==> src/rtl/rr_arbiter_8.sv <==
// Eight-way round-robin arbiter: two-state FSM with one idle bubble between grants.
// Define RR_ARB_TIMEOUT_EN to build a grant-hold counter that force-releases after TIMEOUT_CYCLES.
module rr_arbiter_8 #(
  parameter int unsigned TIMEOUT_CYCLES = 16
) (
  input  logic       clk,
  input  logic       rst,
  input  logic       en,
  input  logic [7:0] req,
  input  logic       done,
  output logic [7:0] gnt,
  output logic [2:0] gnt_idx,
  output logic       gnt_valid,
  output logic       timeout
);

  typedef enum logic {S_IDLE, S_GRANT} state_e;

  if (TIMEOUT_CYCLES < 1) begin : g_bad_timeout
    $error("TIMEOUT_CYCLES must be at least 1");
  end

  state_e     state_q, state_d;
  logic [2:0] ptr_q, ptr_d;
  logic [2:0] idx_q, idx_d;
  logic [7:0] gnt_q, gnt_d;
  logic       valid_q, valid_d;
  logic [2:0] pick, cand;
  logic       found;
  logic       release_req;
  logic       force_rel;

`ifdef RR_ARB_TIMEOUT_EN
  localparam int unsigned CNT_W = $clog2(TIMEOUT_CYCLES + 1);
  logic [CNT_W-1:0] cnt_q, cnt_d;
  logic             timeout_q, timeout_d;
`endif

  // Circular search starting at ptr_q; the first set request wins.
  always_comb begin
    pick  = ptr_q;
    cand  = '0;
    found = 1'b0;
    for (int i = 0; i < 8; i++) begin
      cand = ptr_q + 3'(i);
      if (!found && req[cand]) begin
        pick  = cand;
        found = 1'b1;
      end
    end
  end

  assign release_req = done || !req[idx_q];

`ifdef RR_ARB_TIMEOUT_EN
  // A normal release on the limit edge wins, so the forced path is masked by it.
  assign force_rel = (cnt_q == CNT_W'(TIMEOUT_CYCLES - 1)) && !release_req;
`else
  assign force_rel = 1'b0;
`endif

  always_comb begin
    // NOTE: every next-state signal gets its hold value first so no path can infer a latch.
    state_d = state_q;
    ptr_d   = ptr_q;
    idx_d   = idx_q;
    gnt_d   = gnt_q;
    valid_d = valid_q;
`ifdef RR_ARB_TIMEOUT_EN
    cnt_d     = cnt_q;
    timeout_d = 1'b0;
`endif
    case (state_q)
      S_IDLE: begin
        if (en && found) begin
          state_d = S_GRANT;
          idx_d   = pick;
          valid_d = 1'b1;
          gnt_d   = 8'b1 << pick;
`ifdef RR_ARB_TIMEOUT_EN
          cnt_d   = '0;
`endif
        end
      end
      S_GRANT: begin
        if (release_req || force_rel) begin
          state_d = S_IDLE;
          valid_d = 1'b0;
          gnt_d   = 8'b0;
          ptr_d   = idx_q + 3'd1;
`ifdef RR_ARB_TIMEOUT_EN
          timeout_d = force_rel;
`endif
        end else begin
`ifdef RR_ARB_TIMEOUT_EN
          cnt_d = cnt_q + CNT_W'(1);
`endif
        end
      end
      default: state_d = S_IDLE;
    endcase
  end

  // NOTE: sequential state uses non-blocking assignments so all registers update together.
  always_ff @(posedge clk) begin
    if (rst) begin
      state_q <= S_IDLE;
      ptr_q   <= 3'd0;
      idx_q   <= 3'd0;
      gnt_q   <= 8'b0;
      valid_q <= 1'b0;
    end else begin
      state_q <= state_d;
      ptr_q   <= ptr_d;
      idx_q   <= idx_d;
      gnt_q   <= gnt_d;
      valid_q <= valid_d;
    end
  end

`ifdef RR_ARB_TIMEOUT_EN
  always_ff @(posedge clk) begin
    if (rst) begin
      cnt_q     <= '0;
      timeout_q <= 1'b0;
    end else begin
      cnt_q     <= cnt_d;
      timeout_q <= timeout_d;
    end
  end
  assign timeout = timeout_q;
`else
  assign timeout = 1'b0;
`endif

  assign gnt       = gnt_q;
  assign gnt_idx   = idx_q;
  assign gnt_valid = valid_q;

endmodule

==> config.mk <==
export PLATFORM = sky130hd
export DESIGN_NAME = rr_arbiter_8
export DESIGN_NICKNAME = d
export VERILOG_FILES = /design/src/rtl/rr_arbiter_8.sv
export SDC_FILE = /design/constraint.sdc
export NUM_CORES = 1
export LEC_CHECK = 0
export CAP_MARGIN = 20
export CORE_MARGIN = 2
export CORE_UTILIZATION = 49
export DETAILED_ROUTE_END_ITERATION = 10
export PLACE_DENSITY = 0.73
export REMOVE_ABC_BUFFERS = 1
export SLEW_MARGIN = 10
export SYNTH_ARGS = -nofsm -noshare
export SYNTH_HDL_FRONTEND = slang
export SYNTH_SLANG_ARGS = --single-unit
==> constraint.sdc <==
create_clock -name clk -period 2.8 [get_ports clk]
set_input_delay 0.42 -clock clk [delete_from_list [all_inputs] [get_ports clk]]
set_output_delay 0.42 -clock clk [all_outputs]
set_load 0.01 [all_outputs]
Word level (Yosys, flattened, before mapping)
Cells that the tools add are included.
- bits in registers: 16
- latch bits: 0
- bits in writable memories: 0
- bits in read-only memories: 0
- logic and storage cells: 88
- memories: 0
- add/subtract/negate cells: 8
- $mul: 0
- divide/modulo/power cells: 0
- magnitude comparators: 9
- equal/unequal tests: 2
- shift-type cells: 1
- multiplexer cells: 42
- bitwise gates (word level): 1
- reduce and logical (&&, ||, !) cells: 20
- operators with widths (operator ; count):
    3-bit by 4-bit less-than comparator with 1-bit output, second input constant ; 9
    1-bit binary-select mux with 3-bit select ; 9
    1-bit 2-to-1 mux ; 21
    3-bit 2-to-1 mux ; 7
    8-bit 2-to-1 mux ; 2
    8-bit case mux with 2 select lines ; 1
    3-bit adder, second input constant ; 4
    1-bit logical AND ; 8
    1-bit logical NOT ; 8
    1-bit by 3-bit left shift with 8-bit output, first input constant ; 1
    3-bit by 1-bit adder with 3-bit output, second input constant ; 2
    3-bit by 2-bit adder with 3-bit output, second input constant ; 2
    2-bit AND reduction ; 3
    1-bit case mux with 2 select lines ; 2
    2-bit by 1-bit inequality test with 1-bit output, second input constant ; 1
    2-bit inequality test, second input constant ; 1
    1-bit logical OR ; 1
    1-bit inverter ; 1

Longest topological paths before layout
- word-level depth: 27
- mapped depth: 12

Worst setup path before layout
Ideal clock, no wire load.
- path kind: register to register
- start point: register ptr_q[0]
- end point: register gnt_q[0], in the netlist gnt[0]
- setup time: 0.117 ns
- data arrival time: 2.982 ns
- data required time: 2.683 ns
- setup slack: -0.299 ns
- stages on the path, launching flop included: 12
- period minus slack after synthesis: 3.099 ns
- cells stage by stage: dfxtp_1 -> buf_6 -> inv_1 -> ha_1 -> buf_6 -> mux4_2 -> mux2i_4 -> a22oi_4 -> nor3_2 -> a32oi_1 -> or3_4 -> a32o_1
- longest elaborated chain between the ends: 27
- elaborated cells on any way between the ends: 58
- those cells by class: add/sub (7); eq/ne (1); shift (1); mux (33); reduce/logical (16)
- ends and longest elaborated chain (item ; RTL line ; RTL):
    start, declared ; 24 ; logic [2:0] ptr_q, ptr_d;
    start signal, assigned ; 114 ; ptr_q <= ptr_d;
    branches (longest 27 deep; another with 3-bit by 1-bit adder with 3-bit output) ; - ;
    end signal, assigned ; 116 ; gnt_q <= gnt_d;
    end, declared ; 26 ; logic [7:0] gnt_q, gnt_d;
Parallel ways; which one is timed is not known. The select of a mux whose other input is x is not followed.
A chain may end at the register's enable or synchronous reset.

Final worst setup path
- start point: register ptr_q[0]
- end point: register gnt_q[4], in the netlist gnt[4]
The elaborated chain is that of the path after synthesis.

==> flow_summary.yaml <==
worst_setup_path:
  rrSetupSlack_ns: -0.009
  cp_common_cell: "buf_6"
  r2r-start: "ptr_q[0]"
  crit_end: "gnt[4]"
  arrival_ns: 2.99
  cp_cell_sequence: "inv_2 > ha_4 > buf_6 > buf_6 > mux4_2 > mux2i_2 > nand3_1 > buf_4 > o311ai_4 > nor2_2 > a21boi_4 > a32o_1"
  critPathLaunch: "ptr_q[0]"
  required_ns: 2.99
  r2r-end: "gnt[4]"
  cp-end-kind: "flip-flop"
  slowest_stage: "mux4_2"
  critPathKind: "reg -> reg"
  slowest_delay_ns: 0.41
  ff2ff_path_depth: 12
  cp_max_fo: 8
  critPathLaunchType: "flip-flop"
detailed_routing:
  wl_per_cell_um: 18.9
  ant_nets: 0
  wl_um: 5050
  drt_pass1_iterations: 4
  vias: 1652
  drc: 0
  via_per_inst: 6.16
  first_iter_violations: 99
floorplanning:
  rows: 21
  die-area_um2: 3880
  die_w_um: 62.3
  core_area_um2: 3280
  boundaryPins: 25
  fp.dieH_um: 62.3
  start_util: 0.506
pwr:
  p_comb_frac: 0.648
  clkPwrFrac: 0.124
  vdd.ir_drop.worst_mv: 0.349
  p_total_uw: 1210
  power.leakage_uw: 0.000916
  power.switching_uw: 484
  p_int_uw: 730
  p_seq_frac: 0.228
  swShare: 0.399
  power.density_nw_per_um2: 517
clock_tree:
  clock_path_buffers: 2
  clock-root-buffer: "clkbuf_4"
  holdBufCountCts: 0
  cts_sinks: 16
  path_clk_slew_ns: 0.09
  clock_latency_ns: 0.28
  cts_buffers: 3
  htreeDepth: 1
  cts_tree: "built"
place:
  place_hpwl_um: 3640
  io_buffers: 23
  dpl_cell_area_um2: 2140
  routabilityCongestion: 0.919
  dp.cells: 258
sta:
  tightestPinTransition_ns: 0.547
  whs_ns: 0.471
  finalHoldViolCount: 0
  rsz0062_at_grt: "yes"
  finalCriticalPeriod_ns: 2.81
  maxClockFrequency_ghz: 0.356
  slew_violations: 0
  slew_headroom: 0.634
  fin_crit_sh: 1.00
  layout_setup_ws_ns: -0.00904
  setup_viol: 2
  finClkSkew_ns: 0.00181
yosys:
  syn-cell-area_um2: 1660
  ys_types: 60
  ys_ff_latch: 16
  netlist_instances: 165
  netlist_top_cells_area: "dfxtp_1 (19%), mux4_2 (15%), mux4_1 (4.7%)"
  ys_warn_count: 0
  synth.avg_cell_area_um2: 10.1
  async_flop_share: 0
  synth_edf_count: 0
  synth_top_area_frac: 0.193
  seq_area_frac_synth: 0.193
  yosysTopAreaCell: "dfxtp_1"
  synth_ff_type: "dfxtp_1"
status:
  status: "finished, violations left"
  failed_checks: "setup timing"
cells_and_area:
  final_common_cell: "buf_4"
  final_cell_count_no_fill: 268
  syn_to_final_growth_pct: 41.2
  post-route-cell-area_um2: 2350
  drive_gt1_frac: 0.450
  nets: 238
  mostFrequentLayoutCells: "buf_4 (34), clkdlybuf4s50_1 (19), mux4_2 (14), dfxtp_1 (14)"
  n_antenna_cell: 0
global_route:
  grt_max_degree: 13
  first_global_vias: 1695
  grt-ovfl-total: 0
  grt_pass1_wl_um: 8350
  grt_usage: 0.268
  antenna_found_initial: 0
run:
  maxCapViolCount: 0
min_path:
  min_path_type: "reg -> reg"
synth_stat cells, types with 2 or more instances:
cell	count
a211oi_1	2
a21oi_1	10
a22o_1	2
a22oi_1	2
a32o_1	4
and2_1	2
buf_2	2
buf_6	2
dfxtp_1	16
ha_1	3
inv_1	8
mux2_4	2
mux2i_1	7
mux2i_4	3
mux4_1	3
mux4_2	11
nand2_1	11
nand2b_1	3
nand3_1	6
nor2_1	9
nor3_1	4
o211ai_1	2
o21ai_0	8
o21ai_1	2
o31ai_1	4
or2_2	2
xor2_1	2
stage by stage:
step	util	worst slack [ns]	TNS, ns
floorplan	-	-0.686	-7.16
detailed placement	0.651	-0.320	-3.05
CTS	0.685	-0.00454	-0.00454
global route	0.715	-0.0902	-0.413
global placement	0.651	-0.214	-1.70
finish	0.715	-0.00904	-0.0118
metal layers:
metal  global-route usage  wire, um  vias to the layer above
li1                     -         -                      763
met1                0.351      2080                      811
met2                0.463      2590                       70
met3               0.0344       322                        8
met4               0.0833        66                        0
met5                    0         0                        -
timing repair:
action,CTS,global route
pin swaps,7,7
resized for setup,21,23
endpoints found under the setup margin,12,12
setup buffers,3,4
worst max-delay path, delay by kind of cell, from the launching register on:
kind	cells	cell delay [ns]
compound gates	3	0.77
mux	2	0.63
buf+inv	4	0.42
flops	1	0.35
fa+ha+maj	1	0.33
simple gates	2	0.20
power groups by stage:
stage | Clock [uW] | Sequential (uW) | Combinational, uW
floorplan | 0 | 291 | 416
global placement | 0 | 277 | 646
detailed placement | 0 | 279 | 668
CTS | 153 | 275 | 719
global route | 162 | 280 | 837
finish | 151 | 277 | 787
cell families (layout without fill, tap and decap cells):
family	after synthesis	in the layout	synth area share
simple gates	43	43	0.135
mux	27	27	0.304
other cells	1	1	0.00226
flops	16	16	0.193
xor+xnor	4	4	0.0256
compound gates	55	55	0.268
buf+inv	16	73	0.0497
fa+ha+maj	3	3	0.0226
final cells by class:
class | instances | area (um2)
multi-input combinational | 133 | 1360
fill | 241 | 936
timing repair buffer | 61 | 541
sequential | 16 | 323
tap | 46 | 57.6
clock buffer | 4 | 36.3
inverter | 8 | 30.0
how the worst min path moves through the flow:
stage | startpoint | to | slack (ns) | cells past startpoint
finish | gnt[7] | gnt[7] | 0.47 | 2
global route | gnt[6] | gnt[6] | 0.50 | 2
CTS | gnt[7] | gnt[7] | 0.46 | 2
detailed placement | gnt[7] | gnt[7] | 0.45 | 2
global placement | gnt[6] | gnt[6] | 0.44 | 2
floorplan | gnt[6] | gnt[6] | 0.48 | 2
sequential cells by signal, summed over array words and instances (netlist names):
signal	flops
gnt	8
gnt_idx	3
gnt_valid	1
ptr_q	3
state_q	1
No activity file was read; power rests on OpenSTA's default activity.
